--- src/rtl/mul_sequencer.sv ---
// mul_sequencer: iterative shift-add unsigned multiplier for the custom MUL
// instruction. Accepts operands in IDLE, iterates WIDTH cycles in BUSY and
// presents the 2*WIDTH-bit product with a one-cycle result_valid in DONE.
module mul_sequencer #(
    parameter int WIDTH = 32,
    parameter int CNT_W = 6
) (
    input  logic             clk,
    input  logic             rst_n,
    input  logic             mul_en,
    input  logic [WIDTH-1:0] op_a,
    input  logic [WIDTH-1:0] op_b,
    output logic             stall,
    output logic             result_valid,
    output logic [WIDTH-1:0] result_lo,
    output logic [WIDTH-1:0] result_hi,
    output logic             busy
);

    typedef enum logic [1:0] {
        IDLE = 2'd0,
        BUSY = 2'd1,
        DONE = 2'd2
    } state_t;

    state_t state, state_next;

    logic [2*WIDTH-1:0] mcand;
    logic [2*WIDTH-1:0] acc;
    logic [2*WIDTH-1:0] acc_sum;
    logic [WIDTH-1:0]   mplier;
    logic [CNT_W-1:0]   cnt;
    logic               last_iter;

    assign last_iter = (cnt == CNT_W'(WIDTH - 1));

    // Partial-product add for the current iteration; carry out of 2*WIDTH is dropped.
    always_comb begin
        acc_sum = acc + (mplier[0] ? mcand : '0);
    end

    // State register.
    always_ff @(posedge clk or negedge rst_n) begin
        if (!rst_n) begin
            state <= IDLE;
        end else begin
            state <= state_next;
        end
    end

    // Next-state logic: DONE always returns to IDLE without sampling mul_en.
    always_comb begin
        state_next = state;
        unique case (state)
            IDLE:    if (mul_en) state_next = BUSY;
            BUSY:    if (last_iter) state_next = DONE;
            DONE:    state_next = IDLE;
            default: state_next = IDLE;
        endcase
    end

    // Output decode: stall is combinational on mul_en in IDLE so the PC holds immediately.
    always_comb begin
        stall        = 1'b0;
        busy         = 1'b0;
        result_valid = 1'b0;
        unique case (state)
            IDLE:    stall = mul_en;
            BUSY:    begin
                stall = 1'b1;
                busy  = 1'b1;
            end
            DONE:    result_valid = 1'b1;
            default: ;
        endcase
    end

    // Datapath: operand capture, shift-add iteration, counter.
    always_ff @(posedge clk or negedge rst_n) begin
        if (!rst_n) begin
            mcand  <= '0;
            mplier <= '0;
            acc    <= '0;
            cnt    <= '0;
        end else begin
            if (state == IDLE && mul_en) begin
                mcand  <= {{WIDTH{1'b0}}, op_a};
                mplier <= op_b;
                acc    <= '0;
                cnt    <= '0;
            end else if (state == BUSY) begin
                acc    <= acc_sum;
                mcand  <= mcand << 1;
                mplier <= mplier >> 1;
                cnt    <= cnt + CNT_W'(1);
            end
        end
    end

    // Result registers load the final sum on the last BUSY edge so they are
    // valid during DONE, then hold until the next product completes.
    always_ff @(posedge clk or negedge rst_n) begin
        if (!rst_n) begin
            result_lo <= '0;
            result_hi <= '0;
        end else if (state == BUSY && last_iter) begin
            result_lo <= acc_sum[WIDTH-1:0];
            result_hi <= acc_sum[2*WIDTH-1:WIDTH];
        end
    end

endmodule
--- config.mk ---
export PLATFORM = sky130hd
export DESIGN_NAME = mul_sequencer
export DESIGN_NICKNAME = d
export VERILOG_FILES = /design/src/rtl/mul_sequencer.sv
export SDC_FILE = /design/constraint.sdc
export NUM_CORES = 1
export LEC_CHECK = 0
export CAP_MARGIN = 25
export CORE_MARGIN = 2
export CORE_UTILIZATION = 30
export DETAILED_ROUTE_END_ITERATION = 8
export PLACE_DENSITY = 0.46
export SETUP_SLACK_MARGIN = 0.1
export SLEW_MARGIN = 5
export SYNTH_ARGS = -nofsm -noshare
export SYNTH_HDL_FRONTEND = slang
export SYNTH_SLANG_ARGS = --single-unit
export TNS_END_PERCENT = 5
--- constraint.sdc ---
create_clock -name clk -period 3.6 [get_ports clk]
set_input_delay 0.9 -clock clk [delete_from_list [all_inputs] [get_ports clk]]
set_output_delay 0.9 -clock clk [all_outputs]
set_load 0.01 [all_outputs]
Yosys cells after proc, flatten, opt, wreduce, memory -nomap -nowiden
Cells that the tools add are included.
{"block": "word_totals", "reg_bits": 232, "out_inout_bits": 67, "word_cells": 34}
{"block": "op_classes", "n_addsub": 2, "eq_ne": 5, "muxes": 15, "n_reduce_logical": 5}
{"cell": "$mux W64", "n": 5}
{"cell": "$add A64 B64 Y64", "n": 1}
{"cell": "$mux W32", "n": 2}
{"cell": "$mux W6", "n": 2}
{"cell": "$add A6 B1 Y6 const B", "n": 1}
{"cell": "$eq A6 B5 Y1 const B", "n": 1}
{"cell": "$mux W2", "n": 2}
{"cell": "$ne A2 B2 Y1 const B", "n": 2}
{"cell": "$pmux W2 S2", "n": 1}
{"cell": "$eq A2 B1 Y1 const B", "n": 1}
{"cell": "$eq A2 B2 Y1 const B", "n": 1}
{"cell": "$logic_and A1 B1 Y1", "n": 2}
{"cell": "$logic_not A2 Y1", "n": 1}
{"cell": "$mux W1", "n": 2}
{"cell": "$pmux W1 S2", "n": 1}
{"cell": "$reduce_and A2 Y1", "n": 1}
{"cell": "$reduce_bool A2 Y1", "n": 1}

Logic depth before layout (Yosys ltp)
Gate-level depths: netlist of run 1.
{"block": "depth", "ltp_word": 4, "depth_mapped": 14, "ltp_nobuf": 12}

Least setup slack after synthesis of run 1
Ideal clock, no wire load.
{"block": "synth_timing", "kind": "reg2reg", "start": "register mplier[0]", "end": "register result_hi[8]", "setup_ns": 0.125, "t_arrival_ns": 3.022, "required_ns": 3.475, "slack_ns": 0.453, "path_stages_with_launch": 15, "synth_period_minus_slack_ns": 3.147, "path_cell_list": "dfrtp_1 -> clkbuf_1 -> clkbuf_1 -> and2_1 -> ha_1 -> buf_6 -> a211o_1 -> a31o_2 -> a31oi_1 -> a31oi_2 -> a21oi_2 -> nor2_1 -> a31o_2 -> xor2_1 -> mux2_2"}
{"block": "synth_between", "elab_chain_len": 2}
{"item": "start: declaration", "line_no": "31", "rtl": "logic [WIDTH-1:0] mplier;"}
{"item": "start signal: assignment", "line_no": "88", "rtl": "mplier <= op_b;"}
{"item": "start signal: assignment", "line_no": "94", "rtl": "mplier <= mplier >> 1;"}
{"item": "$mux W64", "line_no": "39", "rtl": "acc_sum = acc + (mplier[0] ? mcand : '0);"}
{"item": "$add A64 B64 Y64", "line_no": "39"}
{"item": "end signal: assignment", "line_no": "108", "rtl": "result_hi <= acc_sum[2*WIDTH-1:WIDTH];"}
{"item": "end: declaration", "line_no": "16", "rtl": "output logic [WIDTH-1:0] result_hi,"}
No other way between the ends.
A chain may end at the register's enable or synchronous reset.

Final worst setup path of run 1
{"block": "layout_timing", "start": "register mplier[0]", "end": "register result_hi[21]"}
The elaborated chain is that of the path after synthesis.

==> qor.yml, run 1 <==
critPathCaptureType: "flip-flop"
hold_viol_final: 0
dr.first_iter.drc_count: 509
synth-seq-cells: 232
grt_first_pass_wirelength_um: 64310
io-pin-count: 134
hold_buffers: 0
r2r_end: "result_hi[21]"
yosysWarnings: 0
setup_ws_ps: 190.0
clock_latency_ps: 570
synth_edf_count: 0
ff_latch_area_um2: 5808
p_per_area_nw_per_um2: 752.9
clkSinkCount: 232
clk_pin_slew_ps: 60
slew_violations: 0
layout.nets: 1680
wire_per_inst_um: 18.38
drv_cap: 0
dr.pass1.iters: 4
finalWeightedCongestion: 0.8531
n_fill_cell: 4533
layout-drive-gt1-share_pct: 11.89
die_w_um: 215.3
critPathMostFrequentCell: "o21ai_0"
synth_area_um2: 13400
cp_data_required_time_ps: 4050
reg2regPathDepth: 13
async_flop_share_pct: 100.0
globalRouteTotalUtil_pct: 16.98
area_growth_syn_to_layout_pct: 25.07
finalClockSkew_ps: 13.05
synth_top_area_share_pct: 43.34
reg2reg_from: "mplier[0]"
crit_chain: "buf_6, and2_1, ha_1, buf_4, a21oi_1, o21ai_0, a221o_1, a31oi_1, o21ai_0, o21bai_4, o22a_2, xnor2_1, mux2_2"
synthCells: 1428
syn_avg_cell_area_um2: 9.380
cts_buffer_depth: 3
yosysSeqAreaShare_pct: 43.34
synthDistinctLibCells: 77
cts_made_buffers: 29
min_period_ps: 3410
p_leak_nw: 7.480
cp-start-kind: "flip-flop"
setup_viol: 0
grt_max_degree: 134
dp_hpwl_um: 28060
grt_antenna_before_repair: 1
antenna_cells: 0
crit_arrival_ps: 3860
io_buffers: 133
core_um2: 44120
crit_family: "compound AO/OA/AOI/OAI gates"
utilization_pct: 37.97
yosys.cell_count.top_type: "dfrtp_1"
ys_dominant_reg_cell: "dfrtp_1"
synth_top_area_cell: "dfrtp_1"
power_mw: 12.61
cp_num_buf_inv: 2
maxSlewHeadroom_pct: 44.52
max_slew.worst_pin.slew_ps: 832.1
die_area_um2: 46360
rows: 77
place_area_um2: 15510
avgViaCountPerCell: 5.185
place_ws_ps: -25.78
grt_pass1_vias: 11440
hp-class: "input port to async pin"
fmaxAchievable_ghz: 0.2933
grt_overflow: 0
design_area_um2: 16750
start_util_pct: 30.36
multi_input_area_um2: 7383
cts_root_buffer: "clkbuf_16"
drc: 0
regToRegSetupSlack_ps: 190
vdd_drop_max_v: 0.0003773
setup_tns_ps: 0
yosys-top-cells-count: "dfrtp_1 (232), nand2_1 (213), o21ai_0 (126)"
critPathMaxFanout: 21
synthTopCellsByArea: "dfrtp_1 (43%), ha_1 (6.0%), nand2_1 (6.0%)"
die_y_um: 215.3
fin_crit_sh_pct: 94.72
ant_nets: 0
slowest_stage: "dfrtp_1"
status: "completed"
crit_path_start: "mplier[0]"
synth_fp_nets: 1560
max_stage_delay_ps: 430
cts.htree.levels: 1
routed_wl_um: 39620
critPathKind: "flip-flop to flip-flop"
rsz0062_at_grt: "yes"
vias: 11180
cts_tree: "built"
## placed cells by master, fill, tap and decap left out, types with 46 or more instances in the layout
cell	n
a21oi_1	67
a22o_1	88
a22oi_1	94
and2_1	67
buf_4	46
clkdlybuf4s50_1	132
dfrtp_1	230
ha_1	56
nand2_1	212
nor2_1	47
o21ai_0	125
## cell type report
class / instances / share of cell area [%]
Clock inverter: 9 / 0.7767
Inverter: 23 / 0.5302
Multi-Input combinational cell: 1078 / 44.07
Clock buffer: 38 / 4.951
Timing Repair Buffer: 184 / 10.58
Tap cell: 592 / 4.421
Sequential cell: 232 / 34.67
## power by group
part           switching [mW]  internal, mW
Sequential              0.768          3.64
Clock                    1.16          1.81
Combinational            2.87          2.37
## flip-flops by register name, summed over array words and instances (netlist names)
signal,count
acc,64
mplier,32
result_lo,32
result_hi,32
cnt,6
mcand,64
state,2
## what timing repair did
action | 4_1_cts | 5_1_grt
pin swaps | 0 | 10
endpoints found under the setup margin | 11 | 48
gates resized for setup | 2 | 44
setup buffers | 0 | 4
## worst max-delay path by stage
stage	to	cells past startpoint	slack [ps]
final	result_hi[21]	13	190
after global placement	result_hi[30]	12	-10
after global routing	result_hi[13]	13	40
after detailed placement	result_hi[30]	12	-30
after CTS	result_hi[18]	12	50
after floorplan	result_hi[8]	14	450
## per-stage QoR
stage / instances / hold WS, ps
floorplan: 1428 / 452.6
detailed placement: 2105 / 460.3
finish: 2156 / 268.8
CTS: 2152 / 268.5
global route: 2156 / 278.5
global placement: 2105 / 459.5
## kinds of logic after synthesis
family	Yosys count	share of synthesized area, %
AOI/OAI and AO/OA	510	26.57
and+or+nand+nor	423	14.88
buffers and inverters	118	3.456
xor gates and xnor gates	58	3.792
DFF	232	43.34
muxes	22	1.831
adders and majority gates	65	6.127
## routing by layer
metal  global-route usage [%]  vias up  part of all wire, %
met1                    24.51     5513                   50
met3                    2.364       33                  3.5
met2                    26.96      177                   45
met4                    3.770        0                  1.5
met5                        0        -                    0
li1                         -     5456                    -
Power figures use the tool's default switching activity.
==> inputs of run 2 (changes only) <==
Settings changed: CELL_PAD_IN_SITES_DETAIL_PLACEMENT set to 1, CELL_PAD_IN_SITES_GLOBAL_PLACEMENT set to 2, PLACE_DENSITY 0.46 to 0.67.
==> qor.yml, run 2 (synthesized netlist as in run 1, its figures left out) <==
status: "completed"
grt_antenna_before_repair: 1  # unchanged
drv_cap: 0  # unchanged
place_ws_ps: -92.83  # -67.05 ps
io_buffers: 133  # unchanged
place_area_um2: 15570  # +0.37%
cts_root_buffer: "clkbuf_16"
layout-drive-gt1-share_pct: 11.87  # -0.027 points
grt_first_pass_wirelength_um: 69140  # +7.5%
grt_max_degree: 134  # unchanged
finalWeightedCongestion: 0.8288  # -2.8%
dr.pass1.iters: 5  # +1
setup_tns_ps: 0  # unchanged
mostFrequentLayoutCell: "dfrtp_1"
setup_viol: 0  # unchanged
globalRouteTotalUtil_pct: 18.40  # +1.4 points
critPathCaptureType: "flip-flop"
io-pin-count: 134  # unchanged
fin_crit_sh_pct: 94.69  # about the same
grt_overflow: 0  # unchanged
cp-start-kind: "flip-flop"
layout.nets: 1686  # +0.36%
setup_ws_ps: 191.2  # +1.172 ps
antenna_cells: 0  # unchanged
utilization_pct: 38.03  # +0.065 points
finalClockSkew_ps: 28.48  # +15.42 ps
rsz0062_at_grt: "yes"
cts_tree: "built"
avgViaCountPerCell: 5.265  # +1.5%
largestRegisters: "acc (64), mcand (64)"
drc: 0  # unchanged
grt_pass1_vias: 12020  # +5.1%
core_um2: 44120  # unchanged
critPathMaxFanout: 4  # -81%
dr.first_iter.drc_count: 511  # +0.39%
design_area_um2: 16780  # +0.17%
vias: 11420  # +2.1%
p_per_area_nw_per_um2: 766.5  # +1.8%
die_w_um: 215.3  # unchanged
cp_data_required_time_ps: 4020  # -30 ps
maxSlewHeadroom_pct: 51.84  # +7.3 points
critPathKind: "flip-flop to flip-flop"
rows: 77  # unchanged
clk_pin_slew_ps: 60  # about the same
start_util_pct: 30.36  # unchanged
p_leak_nw: 7.538  # +0.78%
clock_latency_ps: 580  # about the same
die_y_um: 215.3  # unchanged
cts.htree.levels: 1  # unchanged
cts_buffer_depth: 3  # unchanged
cts_made_buffers: 29  # unchanged
hp-class: "input port to async pin"
wire_per_inst_um: 19.79  # +7.7%
hold_buffers: 0  # unchanged
routed_wl_um: 42910  # +8.3%
layout_common_cells: "dfrtp_1 (229), nand2_1 (212), clkdlybuf4s50_1 (132)"
fmaxAchievable_ghz: 0.2934  # about the same
crit_arrival_ps: 3830  # -30 ps
max_slew.worst_pin.slew_ps: 714.9  # -117.2 ps
dp_hpwl_um: 30690  # +9.4%
vdd_drop_max_v: 0.0004171  # +11%
area_growth_syn_to_layout_pct: 25.28
slew_violations: 0  # unchanged
ant_nets: 0  # unchanged
min_period_ps: 3409  # -1.172 ps
hold_viol_final: 0  # unchanged
die_area_um2: 46360  # unchanged
clkSinkCount: 232  # unchanged
-- run 2: worst max-delay path: stages, from the launching register on --
cell and delay, ps:
dfrtp_1 420, and2_1 180, ha_1 200, fa_1 400, a21o_1 220, a31o_2 290
nand4b_1 120, o221ai_2 160, a21oi_2 320, a41oi_4 250, a2111oi_2 390, xor2_1 210
o21ai_1 90
-- run 2: what timing repair did --
item                       in CTS  in global routing
hold endpoints to repair        0                  0
resized for setup               3                 32
setup endpoints to repair      18                 49
gates cloned                    0                  0
setup buffers                   2                  2
pin swaps                       3                  5
-- run 2: final timing paths --
| kind | startpoint | end | slack [ps] | cells after the start |
|---|---|---|---|---|
| hold / removal | rst_n | result_lo[29] | 300 | 1 |
| min in group clk | result_hi[9] | result_hi[9] | 470 | 2 |
| hold reg to reg | result_hi[9] | result_hi[9] | 470 | 2 |
| setup / recovery | mcand[0] | result_hi[30] | 190 | 12 |
| setup reg to reg | mcand[0] | result_hi[30] | 190 | 12 |
| max in group asynchronous | rst_n | mplier[0] | 2380 | 2 |
-- run 2: through the flow --
| stage | power, mW | cells | hold slack, ps |
|---|---|---|---|
| global route | 13.80 | 2168 | 335.6 |
| finish | 12.86 | 2168 | 298.7 |
| floorplan | 7.692 | 1428 | 452.6 |
| global placement | 9.683 | 2111 | 458.6 |
| detailed placement | 9.821 | 2111 | 463.8 |
| CTS | 12.95 | 2166 | 310.8 |
-- run 2: metal layers --
metal  share of wire [%]  global-route usage [%]  vias to the layer above
met4                 1.6                   3.172                        0
met3                 2.7                   2.321                       36
met2                  45                   29.63                      145
li1                    -                       -                     5473
met5                   0                       0                        -
met1                  50                   26.71                     5761
-- run 2: layout make-up --
cell class,count,area [um2]
fill,5012,27340
multi-input combinational,1078,7325
sequential,232,5809
timing repair buffer,190,1831
clock buffer,42,854.6
tap,592,740.7
clock inverter,11,133.9
inverter,23,88.84
-- run 2: power breakdown --
group	switching, mW	internal, mW
sequential	0.815	3.64
clock	1.18	1.85
combinational	2.99	2.40
